[src/rtl/crc_sched_pkg.sv]
// crc_sched_pkg: shared constants, FSM states and job record for the CRC job scheduler
package crc_sched_pkg;
    localparam int ADDR_W = 10;
    localparam int LEN_W  = 11;
    localparam int CRC_W  = 16;
    localparam int DATA_W = 8;
    localparam int ID_W   = 3;

    typedef enum logic [2:0] {S_IDLE, S_LOAD, S_STREAM, S_FLUSH, S_REPORT} state_e;

    typedef struct packed {
        logic [ID_W-1:0]   id;
        logic [ADDR_W-1:0] addr;
        logic [LEN_W-1:0]  len;
        logic [CRC_W-1:0]  target;
    } job_t;

    // Lengths beyond the memory depth would re-read bytes, so they are capped at one full pass.
    function automatic logic [LEN_W-1:0] clamp_len(input logic [LEN_W-1:0] l);
        return (l > LEN_W'(1 << ADDR_W)) ? LEN_W'(1 << ADDR_W) : l;
    endfunction
endpackage

[src/rtl/crc_job_scheduler_rr_arbiter.sv]
// rr_arbiter: round-robin pick of the first request at/after the pointer
//   clk, rst_n : clock, async active-low reset
//   req        : request vector
//   advance    : move pointer past the current winner
//   gnt, idx   : one-hot winner and its index
module rr_arbiter #(
    parameter int N = 4
) (
    input  logic                 clk,
    input  logic                 rst_n,
    input  logic [N-1:0]         req,
    input  logic                 advance,
    output logic [N-1:0]         gnt,
    output logic [$clog2(N)-1:0] idx
);
    localparam int IW = $clog2(N);
    logic [IW-1:0] ptr_q, ptr_d;
    logic          found;

    always_comb begin
        gnt   = '0;
        idx   = '0;
        found = 1'b0;
        for (int i = 0; i < N; i++) begin
            if (!found && req[(int'(ptr_q) + i) % N]) begin
                found = 1'b1;
                idx   = IW'((int'(ptr_q) + i) % N);
                gnt[(int'(ptr_q) + i) % N] = 1'b1;
            end
        end
        ptr_d = (int'(idx) == N - 1) ? '0 : idx + 1'b1;
    end

    always_ff @(posedge clk or negedge rst_n)
        if (!rst_n) ptr_q <= '0;
        else if (advance) ptr_q <= ptr_d;
endmodule

[src/rtl/crc_job_scheduler.sv]
// crc_job_scheduler: shares one byte-serial CRC engine and its memory among NUM_REQ clients
//   clk50m, rst_n                  : clock, async active-low reset
//   req/req_addr/req_len/req_target: per-client job requests (slice i = client i)
//   gnt, busy                      : one-hot accept pulse, job in progress
//   mem_addr, mem_data             : sync memory read port (data one cycle later)
//   crc_clr, crc_en, crc_byte      : engine control, crc_val engine register
//   done, done_id, done_crc, done_ok: result pulse and held result fields
module crc_job_scheduler
    import crc_sched_pkg::*;
#(
    parameter int NUM_REQ = 4
) (
    input  logic                       clk50m,
    input  logic                       rst_n,
    input  logic [NUM_REQ-1:0]         req,
    input  logic [NUM_REQ*ADDR_W-1:0]  req_addr,
    input  logic [NUM_REQ*LEN_W-1:0]   req_len,
    input  logic [NUM_REQ*CRC_W-1:0]   req_target,
    output logic [NUM_REQ-1:0]         gnt,
    output logic                       busy,
    output logic [ADDR_W-1:0]          mem_addr,
    input  logic [DATA_W-1:0]          mem_data,
    output logic                       crc_clr,
    output logic                       crc_en,
    output logic [DATA_W-1:0]          crc_byte,
    input  logic [CRC_W-1:0]           crc_val,
    output logic                       done,
    output logic [$clog2(NUM_REQ)-1:0] done_id,
    output logic [CRC_W-1:0]           done_crc,
    output logic                       done_ok
);
    localparam int IW = $clog2(NUM_REQ);

    state_e            state_q, state_d;
    job_t              job_q, job_d;
    logic [ADDR_W-1:0] addr_q, addr_d;
    logic [LEN_W-1:0]  cnt_q, cnt_d;
    logic [CRC_W-1:0]  done_crc_q, done_crc_d;
    logic              done_ok_q, done_ok_d;
    logic [IW-1:0]     done_id_q, done_id_d;
    logic [NUM_REQ-1:0] a_gnt;
    logic [IW-1:0]     a_idx;
    logic              advance;

    assign advance = (state_q == S_IDLE) && |req;

    rr_arbiter #(.N(NUM_REQ)) u_arb (
        .clk     (clk50m),
        .rst_n   (rst_n),
        .req     (req),
        .advance (advance),
        .gnt     (a_gnt),
        .idx     (a_idx)
    );

    always_comb begin
        state_d    = state_q;
        job_d      = job_q;
        addr_d     = addr_q;
        cnt_d      = cnt_q;
        done_crc_d = done_crc_q;
        done_ok_d  = done_ok_q;
        done_id_d  = done_id_q;
        case (state_q)
            S_IDLE: if (|req) begin
                job_d.id     = ID_W'(a_idx);
                job_d.addr   = req_addr[a_idx*ADDR_W +: ADDR_W];
                job_d.len    = clamp_len(req_len[a_idx*LEN_W +: LEN_W]);
                job_d.target = req_target[a_idx*CRC_W +: CRC_W];
                addr_d       = req_addr[a_idx*ADDR_W +: ADDR_W];
                cnt_d        = clamp_len(req_len[a_idx*LEN_W +: LEN_W]);
                state_d      = S_LOAD;
            end
            S_LOAD: begin
                addr_d  = addr_q + 1'b1;
                state_d = (cnt_q == '0) ? S_FLUSH : S_STREAM;
            end
            // cnt_q counts bytes still to be consumed; the read one ahead past the end is harmless.
            S_STREAM: begin
                addr_d  = addr_q + 1'b1;
                cnt_d   = cnt_q - 1'b1;
                state_d = (cnt_q == LEN_W'(1)) ? S_FLUSH : S_STREAM;
            end
            S_FLUSH: begin
                done_crc_d = crc_val;
                done_ok_d  = (crc_val == job_q.target);
                done_id_d  = job_q.id[IW-1:0];
                state_d    = S_REPORT;
            end
            default: state_d = S_IDLE;
        endcase
    end

    always_ff @(posedge clk50m or negedge rst_n)
        if (!rst_n) begin
            state_q    <= S_IDLE;
            job_q      <= '0;
            addr_q     <= '0;
            cnt_q      <= '0;
            done_crc_q <= '0;
            done_ok_q  <= 1'b0;
            done_id_q  <= '0;
        end else begin
            state_q    <= state_d;
            job_q      <= job_d;
            addr_q     <= addr_d;
            cnt_q      <= cnt_d;
            done_crc_q <= done_crc_d;
            done_ok_q  <= done_ok_d;
            done_id_q  <= done_id_d;
        end

    // gnt is combinational from req, so it is gated to stay 0 while reset is asserted.
    assign gnt      = (state_q == S_IDLE && rst_n) ? a_gnt : '0;
    assign busy     = state_q != S_IDLE;
    assign mem_addr = addr_q;
    assign crc_clr  = state_q == S_LOAD;
    assign crc_en   = state_q == S_STREAM;
    assign crc_byte = crc_en ? mem_data : '0;
    assign done     = state_q == S_REPORT;
    assign done_id  = done_id_q;
    assign done_crc = done_crc_q;
    assign done_ok  = done_ok_q;
endmodule

[config.mk]
export PLATFORM = sky130hd
export DESIGN_NAME = crc_job_scheduler
export DESIGN_NICKNAME = d
export VERILOG_FILES = /design/src/rtl/crc_sched_pkg.sv /design/src/rtl/crc_job_scheduler_rr_arbiter.sv /design/src/rtl/crc_job_scheduler.sv
export SDC_FILE = /design/constraint.sdc
export NUM_CORES = 1
export LEC_CHECK = 0
export BUFFER_PORTS_ARGS = -buffer_cell sky130_fd_sc_hd__buf_4
export CAP_MARGIN = 20
export CORE_MARGIN = 2
export CORE_UTILIZATION = 43
export CTS_BUF_LIST = sky130_fd_sc_hd__clkbuf_16
export CTS_CLUSTER_DIAMETER = 200
export CTS_CLUSTER_SIZE = 30
export DETAILED_ROUTE_END_ITERATION = 10
export PLACE_DENSITY_LB_ADDON = 0.1
export SYNTH_ARGS = -nofsm -noshare
export SYNTH_HDL_FRONTEND = slang
export SYNTH_SLANG_ARGS = --single-unit
[constraint.sdc]
create_clock -name clk50m -period 3.1 [get_ports clk50m]
set_input_delay 0.62 -clock clk50m [delete_from_list [all_inputs] [get_ports clk50m]]
set_output_delay 0.62 -clock clk50m [all_outputs]
set_load 0.01 [all_outputs]
# Yosys cells after proc, flatten, opt, wreduce, memory -nomap -nowiden
# Index checks and enable logic that the tools add are counted.
[word_totals]
wordCells = 110
ff_bits = 63
input_bits = 178
out_inout_bits = 45
[op_classes]
n_bitwise = 6
shifts = 3
addsub = 6
order_cmp = 9
n_reduce_logical = 25
mux = 42
mul = 2
eq_ne = 8
[ops]
columns = ["op", "n"]
rows = [
  ["64-bit by 7-bit indexed part select with 16-bit output", 1],
  ["44-bit by 7-bit indexed part select with 11-bit output", 1],
  ["40-bit by 7-bit indexed part select with 10-bit output", 1],
  ["11-bit 2-to-1 mux", 2],
  ["11-bit one-hot mux with 2 select lines", 1],
  ["4-bit 2-to-1 mux", 5],
  ["10-bit one-hot mux with 2 select lines", 1],
  ["16-bit == test", 1],
  ["1-bit 2-to-1 mux", 16],
  ["3-bit by 4-bit less-than comparator with 1-bit output, second input constant", 3],
  ["4-bit bitwise OR", 3],
  ["3-bit one-hot mux with 4 select lines", 1],
  ["11-bit by 1-bit == test with 1-bit output, second input constant", 1],
  ["11-bit greater-than comparator, second input constant", 1],
  ["11-bit zero test", 1],
  ["11-bit by 1-bit subtractor with 11-bit output, second input constant", 1],
  ["10-bit by 1-bit adder with 10-bit output, second input constant", 1],
  ["10-bit 2-to-1 mux", 1],
  ["2-bit 2-to-1 mux", 5],
  ["3-bit by 1-bit >= comparator with 1-bit output, second input constant", 3],
  ["1-bit logical AND", 9],
  ["1-bit binary-select mux with 2-bit select", 4],
  ["1-bit demux with 2-bit select", 4],
  ["8-bit 2-to-1 mux", 1],
  ["20 further kinds", 33],
]

# Logic depth before layout (Yosys ltp)
[logic_depth]
depth_word = 20
depth_mapped = 14
mapped_depth_nobuf = 10

# Modules after synthesis
# From an unflattened synthesis, not the netlist that was laid out.
[hier_totals]
cells_unflattened = 439
hier_area_um2 = 4636.9
[by_module_without_submodules]
columns = ["module", "seq_area_each_um2", "cells_per_inst", "instances", "area_each_um2"]
rows = [
  ["crc_job_scheduler", 1526.5, 363, 1, 4026.4],
  ["rr_arbiter", 50.0, 76, 1, 610.6],
]

# Worst setup path after synthesis
# No wires, ideal clock.
[synth_timing]
path_type = "register to output"
from = "register u_arb.ptr_q[0]"
to = "output gnt[0]"
required_time_ps = 2480
path_stages_with_launch = 11
arrival_ps = 2552
path_slack_ps = -72
path_buffers = 2
path_cell_list = "dfrtp_1 buf_4 inv_1 ha_1 clkbuf_1 mux4_1 nor2b_1 a22oi_1 nand2_1 o21ai_0 a21oi_1"
[synth_via]
elab_chain_len = 14
word_cells_on_any_way = 57
classes_between = "add/sub: 3; order compare: 8; mux: 27; bitwise: 6; reduce/logical: 13"
[synth_rtl]
columns = ["element", "line_no", "text"]
rows = [
  ["from (decl)", "crc_job_scheduler_rr_arbiter.sv:17", "logic [IW-1:0] ptr_q, ptr_d;"],
  ["from (signal assigned)", "crc_job_scheduler_rr_arbiter.sv:36", "else if (advance) ptr_q <= ptr_d;"],
  ["2-bit by 1-bit adder with 2-bit output", "crc_job_scheduler_rr_arbiter.sv:25, crc_job_scheduler_rr_arbiter.sv:28", ""],
  ["2-bit OR reduction (no line)", "-", ""],
  ["1-bit AND (no line)", "-", ""],
  ["3-bit by 4-bit less-than comparator with 1-bit output (implied by the code) or 3-bit by 1-bit >= comparator with 1-bit output (tied branches)", "crc_job_scheduler_rr_arbiter.sv:28", "gnt[(int'(ptr_q) + i) % N] = 1'b1;"],
  ["1-bit logical AND (implied by the code)", "crc_job_scheduler_rr_arbiter.sv:28", ""],
  ["1-bit 2-to-1 mux (implied by the code)", "crc_job_scheduler_rr_arbiter.sv:28", ""],
  ["1-bit demux with 2-bit select", "-", ""],
  ["4-bit bitwise OR (no line)", "-", ""],
  ["4-bit 2-to-1 mux", "crc_job_scheduler_rr_arbiter.sv:25", "if (!found && req[(int'(ptr_q) + i) % N]) begin"],
  ["4-bit bitwise OR (no line)", "-", ""],
  ["4-bit 2-to-1 mux", "crc_job_scheduler_rr_arbiter.sv:25", ""],
  ["4-bit bitwise OR (no line)", "-", ""],
  ["4-bit 2-to-1 mux (*)", "crc_job_scheduler_rr_arbiter.sv:25", ""],
  ["4-bit 2-to-1 mux (*)", "crc_job_scheduler.sv:114", "assign gnt = (state_q == S_IDLE && rst_n) ? a_gnt : '0;"],
  ["to (decl)", "crc_job_scheduler.sv:19", "output logic [NUM_REQ-1:0] gnt,"],
]
# Mark *: on every way between the ends. The rest lies on a longest branch, timed or not. The select of a mux whose other input is x is not followed.

# Worst setup path after layout
# Ends and elaborated chain as after synthesis.

==> summary.md <==
| Metric | Value |
|---|---|
| CP max stage delay | `0.39 ns` |
| Outcome | `finished, final reports clean` |
| FF+latch count, synth | `63` |
| Total Nets Final | `between 1000 and 1500` |
| Cts hold-fix bufs | `0` |
| Switching share of power | `0.462` |
| Sequential power share | `0.235` |
| Post-route ant nets | `0` |
| Worst Setup End Kind | `output pin` |
| Largest cells by area after synthesis | `dfrtp_1 (34%), nand2_1 (15%), nor2_1 (7.2%)` |
| Combinational share of power | `0.627` |
| Maximum VDD drop | `534 uV` |
| Clock share of power | `0.139` |
| DRC viols | `0` |
| Syn Area/Cell | `7.14 um2` |
| Final non-filler cell total | `1007` |
| CTS tree | `done` |
| Via/cell ratio | `5.24` |
| Crit start category | `flop` |
| Vias | `between 5000 and 6000` |
| Post-DP Area | `around 6400 um2` |
| Wire per inst | `14.6 um` |
| FF-to-FF setup slack | `0.31 ns` |
| Clk_lat worst skew | `approximately 0.32 ns` |
| Placed insts | `a little under 1000` |
| WHS Path Cells | `2` |
| DIE AREA | `11700 um2` |
| # H-tree levels | `3` |
| Initial antenna violation count | `0` |
| Yosys Warn Count | `0` |
| Layout cells sized above 1 | `0.316` |
| Synth cell types | `56` |
| PortBufs | `222` |
| Multi-input logic area | `2890 um2` |
| Final Max Tran Viols | `0` |
| Power Internal | `about 3.7 mW` |
| Sequential area share after synthesis | `0.338` |
| Fraction of registers with async set/reset | `1.00` |
| Register Area | `1580 um2` |
| Worst Max-Slew Pin Slew | `1.05 ns` |
| Max Cap Violations | `0` |
| Final HPWL DP | `approximately 11000 um` |
| Largest net degree at the start of global routing | `64` |
| Part of the cycle the worst path needs | `0.971` |
| Gp weighted congestion | `0.867` |
| Core area | `10700 um2` |
| Setup Viol. Count Final | `0` |
| Top Ports | `roughly 220` |
| Switch Pwr | `3.14 mW` |
| Final Skew | `0.00808 ns` |
| 1st-pass router iterations | `5` |
| Mapped Area | `4670 um2` |
| Worst path required time | `2.48 ns` |
| Antenna Cells | `0` |
| Routed Wire Length | `14700 um` |
| Final instance area | `between 6000 and 7000 um2` |
| CP cell instances | `inv_2 -> ha_4 -> buf_6 -> or3_4 -> nor3_2 -> a31oi_1 -> o32ai_2 -> nand2_1 -> a21oi_2 -> buf_4` |
| Synthesis-to-finish area growth | `45.1%` |
| Post-synth EDFFs | `0` |
| Initial drt markers | `387` |
| Type of the tightest min-delay check | `flop to flop` |
| Syn nets | `842` |
| Clock-pin slew on the worst setup and hold paths | `around 0.050 ns` |
| TritonCTS Sinks | `63` |
| Tmin final | `3.01 ns` |
| Vias in the first global route | `4891` |
| Initial Util | `0.436` |
| Worst Reg-to-Reg Cells | `11` |
| Synth area leader | `dfrtp_1` |
| F_max | `332 MHz` |
| GRT overflow | `0` |
| CTS Root Cell | `clkbuf_16` |
| Crit-path max FO | `6` |
| Die outline height | `around 110 um` |
| Slew headroom | `0.297` |
| Post-synth top area share | `0.338` |
| P_leak | `3.38 nW` |
| CP Class | `flop to output pin` |
| Post-Synthesis Cells | `654` |
| Commonest non-fill, non-tap cell in the layout | `buf_4` |
| Final hold violations | `0` |
| Die span in x | `108 um` |
| Tot GR Track Use | `0.245` |
| CP max-delay cell | `dfrtp_1` |
| First-pass GRT wire length | `between 20000 and 25000 um` |
| TritonCTS Buffers | `9` |
| Most frequent cells in the layout | `buf_4 (236), nand2_1 (185), nor2_1 (89)` |
| Worst EP arrival | `approximately 2.4 ns` |
| Fillcell total | `958` |
| PD cells | `1000 nW/um2` |
| Predominant post-synthesis flop cell | `dfrtp_1` |
| Row Count | `38` |
| CTS Buffer Depth | `2` |
## timing repair
| action | CTS | global route |
|---|---|---|
| pin swaps | 1 | 7 |
| gates resized for setup | 4 | 10 |
| buffers inserted | 0 | 3 |
| setup endpoints to repair | 4 | 6 |
## worst max-delay path, delay by kind of cell (launching register included)
family	cells	cell delay (ns)
and+or+nand+nor	3	0.67
AOI/OAI and AO/OA	3	0.43
DFF	1	0.39
buffers and inverters	3	0.36
adders and majority gates	1	0.21
## final timing paths
check	to	startpoint
setup / recovery	gnt[0]	u_arb.ptr_q[0]
hold / removal	done_id[0]	job_q[37]
max in group asynchronous	cnt_q[10]	rst_n
min in group asynchronous	done_crc[8]	rst_n
setup reg to reg	cnt_q[5]	u_arb.ptr_q[0]
hold reg to reg	done_id[0]	job_q[37]
## power by group through the flow
stage	combinational (mW)	sequential, mW	clock [mW]
after detailed placement	4.13	1.60	0
final	4.25	1.59	0.941
after floorplan	2.76	1.61	0
after global routing	4.75	1.65	0.998
after CTS	4.16	1.59	0.956
after global placement	4.02	1.58	0
## cell type report
| cell class | count | area share |
|---|---|---|
| Clock buffer | 9 | 0.0332 |
| Multi-Input combinational cell | 537 | 0.427 |
| Inverter | 14 | 0.00775 |
| Sequential cell | 63 | 0.233 |
| Clock inverter | 6 | 0.00794 |
| Tap cell | 140 | 0.0258 |
| Timing Repair Buffer | 238 | 0.266 |
## through the flow
stage	power, mW	hold slack, ns	setup WS (ns)	TNS [ns]	utilization
6_report	6.79	0.462	0.0887	0	0.633
5_1_grt	7.39	0.486	-0.00512	-0.00872	0.633
4_1_cts	6.71	0.464	0.00529	0	0.627
3_5_place_dp	5.73	0.454	0.175	0	0.601
3_3_place_gp	5.60	0.452	0.283	0	0.601
2_1_floorplan	4.38	0.324	0.0274	0	-
## per-layer routing
| metal | up-vias | track usage | wire length (um) |
|---|---|---|---|
| li1 | 2631 | - | - |
| met1 | 2438 | 0.332 | 6390 |
| met2 | 194 | 0.410 | 7180 |
| met3 | 14 | 0.0368 | 944 |
| met4 | 0 | 0.0659 | 175 |
| met5 | - | 0 | 0 |
## sequential cells by signal, summed over array words and instances (netlist names)
name,cells
state_q,3
done_crc,16
u_arb.ptr_q,2
job_q,18
mem_addr,10
done_id,2
done_ok,1
cnt_q,11
## Yosys cell counts, types with 4 or more instances
| cell | n |
|---|---|
| nand3_1 | 39 |
| ha_1 | 10 |
| and3_1 | 6 |
| nor2_1 | 89 |
| clkbuf_1 | 25 |
| o221ai_1 | 4 |
| and2_1 | 9 |
| a31oi_1 | 4 |
| a22oi_1 | 4 |
| inv_1 | 12 |
| nand2_1 | 186 |
| nor4_1 | 4 |
| buf_1 | 5 |
| buf_2 | 5 |
| a311oi_1 | 4 |
| a21oi_1 | 27 |
| nor3_1 | 8 |
| dfrtp_1 | 63 |
| mux2i_1 | 17 |
| o211ai_1 | 4 |
| xor2_1 | 17 |
| mux2_2 | 8 |
| o21ai_0 | 57 |
## kinds of logic after synthesis
| logic type | after synthesis | synth area share |
|---|---|---|
| buffers and inverters | 54 | 0.0539 |
| AO/OA/AOI/OAI | 121 | 0.153 |
| flip-flops | 63 | 0.338 |
| multiplexers | 28 | 0.0694 |
| AND/OR/NAND/NOR | 359 | 0.324 |
| XOR/XNOR | 19 | 0.0356 |
| adder cells (fa/ha/maj) | 10 | 0.0268 |
No activity file was read; power rests on OpenSTA's default activity.
